<file path="config.mk">
export PLATFORM = sky130hd
export DESIGN_NAME = sd_tagfifo2
export DESIGN_NICKNAME = d
export VERILOG_FILES = /design/src/rtl/sd_pkg.sv /design/src/rtl/sd_tagfifo2_cnt.sv /design/src/rtl/sd_tagfifo2.sv
export SDC_FILE = /design/constraint.sdc
export NUM_CORES = 1
export LEC_CHECK = 0
export CAP_MARGIN = 0
export CORE_MARGIN = 2
export CORE_UTILIZATION = 57
export CTS_CLUSTER_SIZE = 20
export DETAILED_ROUTE_END_ITERATION = 6
export PLACE_DENSITY_LB_ADDON = 0.3
export SLEW_MARGIN = 10
export SYNTH_ARGS = -nofsm -noshare
export SYNTH_HDL_FRONTEND = slang
export SYNTH_SLANG_ARGS = --single-unit
</file>
<file path="constraint.sdc">
create_clock -name clk -period 4.3 [get_ports clk]
set_input_delay 0.86 -clock clk [delete_from_list [all_inputs] [get_ports clk]]
set_output_delay 0.86 -clock clk [all_outputs]
set_load 0.02 [all_outputs]
</file>
<file path="src/rtl/sd_pkg.sv">
// sd_pkg: source tag type and encodings shared between the WRR mux and downstream buffers
package sd_pkg;
  typedef logic sd_src_t;
  localparam sd_src_t SD_SRC0 = 1'b0;
  localparam sd_src_t SD_SRC1 = 1'b1;
endpackage

</file>
<file path="src/rtl/sd_tagfifo2_cnt.sv">
// sd_tagfifo2_cnt: up/down occupancy counter
//   clk, reset (async active-low), inc/dec (same-cycle pair cancels), cnt (current count)
module sd_tagfifo2_cnt #(
  parameter int w = 3
) (
  input  logic         clk,
  input  logic         reset,
  input  logic         inc,
  input  logic         dec,
  output logic [w-1:0] cnt
);
  logic [w-1:0] cnt_q, cnt_d;
  always_comb cnt_d = cnt_q + {{(w-1){1'b0}}, inc} - {{(w-1){1'b0}}, dec};
  always_ff @(posedge clk or negedge reset)
    if (!reset) cnt_q <= '0;
    else        cnt_q <= cnt_d;
  assign cnt = cnt_q;
endmodule

</file>
<file path="src/rtl/sd_tagfifo2.sv">
// sd_tagfifo2: source-tagged elastic FIFO behind the 2-input WRR mux
//   c_*  : consumer side from the mux (data, one-hot grant, srdy/drdy)
//   p_*  : producer side (head data, 1-bit source tag, srdy/drdy)
//   occ0/occ1/usage : per-source and total entry counts
//   grant_err : sticky, set when a written grant is not one-hot
module sd_tagfifo2
  import sd_pkg::*;
#(
  parameter int width = 8,
  parameter int depth = 4,
  parameter int asz   = $clog2(depth)
) (
  input  logic             clk,
  input  logic             reset,
  input  logic [width-1:0] c_data,
  input  logic [1:0]       c_grant,
  input  logic             c_srdy,
  output logic             c_drdy,
  output logic [width-1:0] p_data,
  output sd_src_t          p_tag,
  output logic             p_srdy,
  input  logic             p_drdy,
  output logic [asz:0]     occ0,
  output logic [asz:0]     occ1,
  output logic [asz:0]     usage,
  output logic             grant_err
);
  logic [width-1:0] mem_q [depth];
  sd_src_t          tag_q [depth];
  logic [asz:0]     wr_ptr_q, wr_ptr_d, rd_ptr_q, rd_ptr_d;
  logic             err_q, err_d, wr_en, rd_en, full, empty;
  // extra pointer MSB distinguishes full from empty when the low bits match
  assign empty  = wr_ptr_q == rd_ptr_q;
  assign full   = (wr_ptr_q[asz-1:0] == rd_ptr_q[asz-1:0]) && (wr_ptr_q[asz] != rd_ptr_q[asz]);
  assign c_drdy = !full;
  assign p_srdy = !empty;
  assign wr_en  = c_srdy & c_drdy;
  assign rd_en  = p_srdy & p_drdy;
  assign p_data = mem_q[rd_ptr_q[asz-1:0]];
  assign p_tag  = tag_q[rd_ptr_q[asz-1:0]];
  assign usage  = wr_ptr_q - rd_ptr_q;
  always_comb begin
    wr_ptr_d = wr_ptr_q + (asz+1)'(wr_en);
    rd_ptr_d = rd_ptr_q + (asz+1)'(rd_en);
    err_d    = err_q | (wr_en & (c_grant[0] == c_grant[1]));
  end
  always_ff @(posedge clk or negedge reset)
    if (!reset) begin
      wr_ptr_q <= '0;
      rd_ptr_q <= '0;
      err_q    <= 1'b0;
      for (int i = 0; i < depth; i++) begin
        mem_q[i] <= '0;
        tag_q[i] <= SD_SRC0;
      end
    end else begin
      wr_ptr_q <= wr_ptr_d;
      rd_ptr_q <= rd_ptr_d;
      err_q    <= err_d;
      if (wr_en) begin
        mem_q[wr_ptr_q[asz-1:0]] <= c_data;
        tag_q[wr_ptr_q[asz-1:0]] <= c_grant[1];
      end
    end
  assign grant_err = err_q;
  sd_tagfifo2_cnt #(.w(asz+1)) u_cnt0 (
    .clk(clk), .reset(reset),
    .inc(wr_en & (c_grant[1] == SD_SRC0)),
    .dec(rd_en & (p_tag == SD_SRC0)),
    .cnt(occ0)
  );
  sd_tagfifo2_cnt #(.w(asz+1)) u_cnt1 (
    .clk(clk), .reset(reset),
    .inc(wr_en & (c_grant[1] == SD_SRC1)),
    .dec(rd_en & (p_tag == SD_SRC1)),
    .cnt(occ1)
  );
endmodule
</file>
### After elaboration in Yosys (flattened, before gate mapping)

Cells that the tools add are included.

| storage, ports and cells | value |
|---|---|
| output and inout port bits | 21 |
| flip-flop bits (word level) | 49 |

| operators by class | value |
|---|---|
| mux-type cells | 12 |
| $add $sub $neg | 7 |
| equal/unequal tests | 4 |
| reduce and logical (&&, ||, !) cells | 4 |
| bitwise operators | 12 |
| order comparisons | 3 |

Operator list:

| cell | number |
|---|---|
| 32-bit bitwise mux | 1 |
| 8-bit 2-to-1 mux | 3 |
| 8-bit binary-select mux with 2-bit select | 1 |
| 8-bit demux with 2-bit select | 1 |
| 3-bit by 1-bit adder with 3-bit output | 4 |
| 1-bit bitwise AND | 7 |
| 3-bit >= comparator, second input constant | 2 |
| 2-bit NOT with 3-bit output | 2 |
| 3-bit by 1-bit subtractor with 3-bit output | 2 |
| 4-bit bitwise mux | 1 |
| 3-bit == test | 1 |
| 3-bit by 1-bit < comparator with 1-bit output, second input constant | 1 |
| 1-bit 2-to-1 mux | 3 |
| 3-bit subtractor | 1 |
| 1-bit binary-select mux with 2-bit select | 1 |
| 1-bit demux with 2-bit select | 1 |
| 2-bit == test | 1 |
| 1-bit logical AND | 2 |
| 1-bit logical NOT | 2 |
| 1-bit NOT | 2 |
| 1-bit == test | 1 |
| 1-bit inequality test | 1 |
| 1-bit bitwise OR | 1 |

### Longest topological paths before layout

| depth | value |
|---|---|
| depth in word-level cells | 7 |
| mapped depth | 12 |
| gate-level depth less buffers | 11 |

### By module

A second synthesis with hierarchy kept.

| second synthesis, totals | value |
|---|---|
| cell total of the unflattened synthesis | 149 |
| area, all modules | 2,331.0 um^2 |

By module, submodules not included:

| module | cells an instance | instances | sequential area each (um^2) | area each (um^2) |
|---|---|---|---|---|
| sd_tagfifo2 | 127 | 1 | 1,076.0 | 2,013.2 |
| sd_tagfifo2_cnt | 11 | 2 | 75.1 | 158.9 |

### Least setup slack after synthesis

No wires, ideal clock.

| timing | value |
|---|---|
| path type | reg2reg |
| from | register rd_ptr_q[1] |
| to | register u_cnt1.cnt_q[2], in the netlist u_cnt1.cnt[2] |
| data required time | 4.172 ns |
| stages on the path, launching flop included | 13 |
| library setup time | 0.128 ns |
| arrival time | 2.776 ns |
| period minus slack after synthesis | 2.905 ns |
| slack | 1.395 ns |
| cell sequence | dfrtp_1 clkbuf_1 inv_1 ha_1 nand2_1 o21ai_0 nor2b_1 ha_1 inv_1 ha_1 fa_1 xor2_1 xnor2_1 |

| between the ends | value |
|---|---|
| cells in the longest elaborated chain, start to end | 7 |

Ends and longest elaborated chain:

| element | line | source |
|---|---|---|
| from (decl) | sd_tagfifo2.sv:30 | `logic [asz:0] wr_ptr_q, wr_ptr_d, rd_ptr_q, rd_ptr_d;` |
| from (signal assigned) | sd_tagfifo2.sv:58 | `rd_ptr_q <= rd_ptr_d;` |
| 2-bit == test | sd_tagfifo2.sv:34 | `assign full = (wr_ptr_q[asz-1:0] == rd_ptr_q[asz-1:0]) && (wr_ptr_q[asz] != rd_ptr_q[asz]);` |
| 1-bit logical AND | sd_tagfifo2.sv:34 |  |
| 1-bit logical NOT | sd_tagfifo2.sv:35 | `assign c_drdy = !full;` |
| 1-bit bitwise AND | sd_tagfifo2.sv:37 | `assign wr_en = c_srdy & c_drdy;` |
| 1-bit bitwise AND | sd_tagfifo2.sv:74 | `.inc(wr_en & (c_grant[1] == SD_SRC1)),` |
| 3-bit by 1-bit adder with 3-bit output | sd_tagfifo2_cnt.sv:13 | `always_comb cnt_d = cnt_q + {{(w-1){1'b0}}, inc} - {{(w-1){1'b0}}, dec};` |
| 3-bit by 1-bit subtractor with 3-bit output (*) | sd_tagfifo2_cnt.sv:13 |  |
| named net u_cnt1.cnt_d[2] | sd_tagfifo2_cnt.sv:12 | `logic [w-1:0] cnt_q, cnt_d;` |
| to (signal assigned) | sd_tagfifo2_cnt.sv:16 | `else cnt_q <= cnt_d;` |
| to (decl) | sd_tagfifo2_cnt.sv:12 |  |

The timed path passes the listed nets; every way through them passes the cells marked *. The select of a mux whose other input is x is not followed.
A chain may end at the register's enable or synchronous reset.

### Worst setup path in the final report

| timing | value |
|---|---|
| from | register rd_ptr_q[0] |
| to | output port usage[1] |

| between the ends | value |
|---|---|
| cells in the longest elaborated chain, start to end | 1 |

Ends and longest elaborated chain:

| element | line | source |
|---|---|---|
| 3-bit subtractor | sd_tagfifo2.sv:41 | `assign usage = wr_ptr_q - rd_ptr_q;` |
| to (decl) | sd_tagfifo2.sv:25 | `output logic [asz:0] usage,` |

Every way passes these cells.

==> impl_metrics.env <==
export IMPL_drive_gt1_share_pct=30.11
export IMPL_max_slew_worst_pin_slew_ns=1.055
export IMPL_rsz0062_at_grt="false"
export IMPL_outcome="finished, final reports clean"
export IMPL_synth_area_um2=2310
export IMPL_die_area_um2=4577
export IMPL_port_buffers=34
export IMPL_synth_warnings=0
export IMPL_wl_per_cell_um=17.46
export IMPL_combPwrFrac_pct=56.0
export IMPL_n_antenna_cell=0
export IMPL_netlist_cell_type_count=23
export IMPL_use_met3_pct=5.500
export IMPL_crit_family="flip-flops"
export IMPL_stdcell_area_um2=2769
export IMPL_period_minus_slack_ns=3.269
export IMPL_p_int_uw=1594
export IMPL_areaGrowthSynthToFinish_pct=19.88
export IMPL_cts_made_buffers=5
export IMPL_p_sw_share_pct=38.93
export IMPL_worstPathArrival_ns=2.41
export IMPL_core_area_um2=3943
export IMPL_antenna_found_initial=0
export IMPL_firstDrtPassIters=4
export IMPL_final_cell_mix="dfrtp_1, mux2_2, clkdlybuf4s50_1, inv_1, ha_1"
export IMPL_power_density_nw_per_um2=942.5
export IMPL_grt_pass1_wl_um=7107
export IMPL_root_buffer="clkbuf_8"
export IMPL_maxSlewViolCount=0
export IMPL_fin_crit_sh_pct=76.02
export IMPL_instances_no_fill=236
export IMPL_setup_tns_ns=0
export IMPL_finalNetCount=212
export IMPL_worst_path_buf_inv=2
export IMPL_cp_end_kind="output port"
export IMPL_yosysTopAreaCellShare_pct=53.09
export IMPL_place_inst=228
export IMPL_met1_usage_pct=26.98
export IMPL_drv_cap=0
export IMPL_die_x_um=67.66
export IMPL_ys_top_cells_by_area="dfrtp_1, mux2_2, mux4_2"
export IMPL_clk_insertion_delay_late_ns=0.30
export IMPL_p_switching_uw=1016
export IMPL_cts_setup_buffers=0
export IMPL_grt_overflow_total=0
export IMPL_cts_buffer_depth=2
export IMPL_crit_required_ns=3.44
export IMPL_path_clk_slew_ns=0.08
export IMPL_grt_max_degree=50
export IMPL_worstSetupPathType="flip-flop to output port"
export IMPL_multiInputGateArea_um2=1017
export IMPL_fmax_mhz=305.9
export IMPL_synthCells=148
export IMPL_gp_congestion=0.8489
export IMPL_power_frac_clock_pct=9.8
export IMPL_finalSetupViolations=0
export IMPL_worstSetupStartpointType="flip-flop"
export IMPL_use_met2_pct=36.03
export IMPL_cts_hold_buf=0
export IMPL_p_leak_uw=0.001181
export IMPL_dp_hpwl_um=2932
export IMPL_syn_avg_cell_area_um2=15.61
export IMPL_cp_max_fo=11
export IMPL_ys_seq_area_share_pct=53.09
export IMPL_finClkSkew_ns=0.003147
export IMPL_yosysTopAreaCell="dfrtp_1"
export IMPL_post_dp_cell_area_um2=2686
export IMPL_path_cells="ha_1 > fa_1 > inv_1 > clkdlybuf4s50_1"
export IMPL_fillers=255
export IMPL_ir_worst_vdd_mv=0.4997
export IMPL_relSlewSlack_pct=29.69
export IMPL_ios=35
export IMPL_hp_class="flip-flop to flip-flop"
export IMPL_clock_sinks=49
export IMPL_initial_utilization_pct=58.58
export IMPL_htreeDepth=2
export IMPL_ant_nets=0
export IMPL_track_usage_pct=21.74
export IMPL_synth_nets=175
export IMPL_hold_viol_final=0
export IMPL_drt_wl_total_um=4120
export IMPL_pwr_share_seq_pct=34.2
export IMPL_slowest_delay_ns=0.76
export IMPL_seq_area_um2=1226
export IMPL_ys_ff_latch=49
export IMPL_layout_commonest_cell="dfrtp_1"
export IMPL_busiest_layer="met2"
export IMPL_drtIter0Drc=38
export IMPL_num_vias=1347
export IMPL_cts_tree="done"
export IMPL_die_h_um=67.66
export IMPL_via_per_inst=5.708
export IMPL_post_cts_resized=0
export IMPL_drcViolationCount=0
export IMPL_grt_pass1_vias=1500
export IMPL_num_rows=23
export IMPL_cp_slowest_cell="dfrtp_1"
cell type report:
| type | instances | area share [%] |
|---|---|---|
| Sequential cell | 49 | 44.28 |
| Multi-Input combinational cell | 83 | 36.74 |
| Clock buffer | 6 | 2.621 |
| Inverter | 12 | 1.627 |
| Clock inverter | 2 | 0.3615 |
| Timing Repair Buffer | 34 | 12.11 |
| Tap cell | 50 | 2.259 |
metal layers:
metal,vias to the layer above,share of wire [%]
li1,598,-
met1,701,42
met2,42,52
met3,6,5.0
met4,0,1.5
met5,-,0
cell usage after synthesis (all sizes together):
library cell and n:
a21o 1, a311oi 2, buf 2, clkbuf 2, dfrtp 49, fa 3
ha 10, inv 12, mux2 36, mux4 9, nand2 3, nand2b 1
nand3 2, nor2 1, nor2b 1, o2111a 1, o2111ai 1, o21a 1
o21ai 1, xnor2 5, xor2 5
logic make-up (layout without fill, tap and decap cells):
group | count (synthesis) | after routing | synth area share [%]
buffers and inverters | 16 | 54 | 2.870
flip-flops | 49 | 49 | 53.09
multiplexers | 45 | 45 | 26.33
adder cells (fa/ha/maj) | 13 | 13 | 8.017
AO/OA/AOI/OAI | 7 | 7 | 4.279
XOR/XNOR | 10 | 10 | 3.792
AND/OR/NAND/NOR | 8 | 8 | 1.625
sequential cells by signal (all words and copies together), names as in the netlist:
| register | cells |
|---|---|
| u_cnt0.cnt | 3 |
| tag_q | 4 |
| rd_ptr_q | 3 |
| grant_err | 1 |
| wr_ptr_q | 3 |
| mem_q | 32 |
| u_cnt1.cnt | 3 |
path summary, 6_finish.rpt:
path                                             from                 endpoint  slack (ns)  cells after the start
worst max-delay path            rd_ptr_q[0]$_DFF_PN0_                 usage[1]        1.03                      4
worst min-delay path              grant_err$_DFF_PN0_      grant_err$_DFF_PN0_        0.47                      1
worst max register to register  rd_ptr_q[1]$_DFF_PN0_  u_cnt1.cnt[2]$_DFF_PN0_        1.14                     11
worst min register to register    grant_err$_DFF_PN0_      grant_err$_DFF_PN0_        0.47                      1
max in group asynchronous                       reset     mem_q[0]$_DFFE_PN0P_        2.90                      1
min in group asynchronous                       reset    wr_ptr_q[0]$_DFF_PN0_        0.75                      1
worst register-to-register path: stages (launching register included):
cell and delay [ns]:
dfrtp_1 0.70, inv_1 0.10, ha_1 0.45, nand2_1 0.17, o21ai_0 0.36, nor2b_1 0.10, ha_1 0.29, inv_1 0.04
ha_1 0.18, fa_1 0.37, xor2_1 0.18, xnor2_1 0.15
through the flow:
step / setup slack [ns] / util, % / hold slack [ns] / power, uW
2_1_floorplan: 1.395 / - / 0.4747 / 1831
3_3_place_gp: 1.302 / 68.14 / 0.4390 / 2299
3_5_place_dp: 1.146 / 68.14 / 0.4596 / 2372
4_1_cts: 0.9736 / 70.23 / 0.4779 / 2635
5_1_grt: 0.8515 / 70.23 / 0.5133 / 2799
6_report: 1.031 / 70.23 / 0.4694 / 2610
power groups by stage:
stage                     Clock, uW  Combinational, uW  Sequential, uW
after detailed placement          0               1470             906
after CTS                       264               1480             895
after global placement            0               1420             883
final                           255               1460             893
after global routing            284               1590             927
after floorplan                   0                982             849
Power figures use the tool's default switching activity.
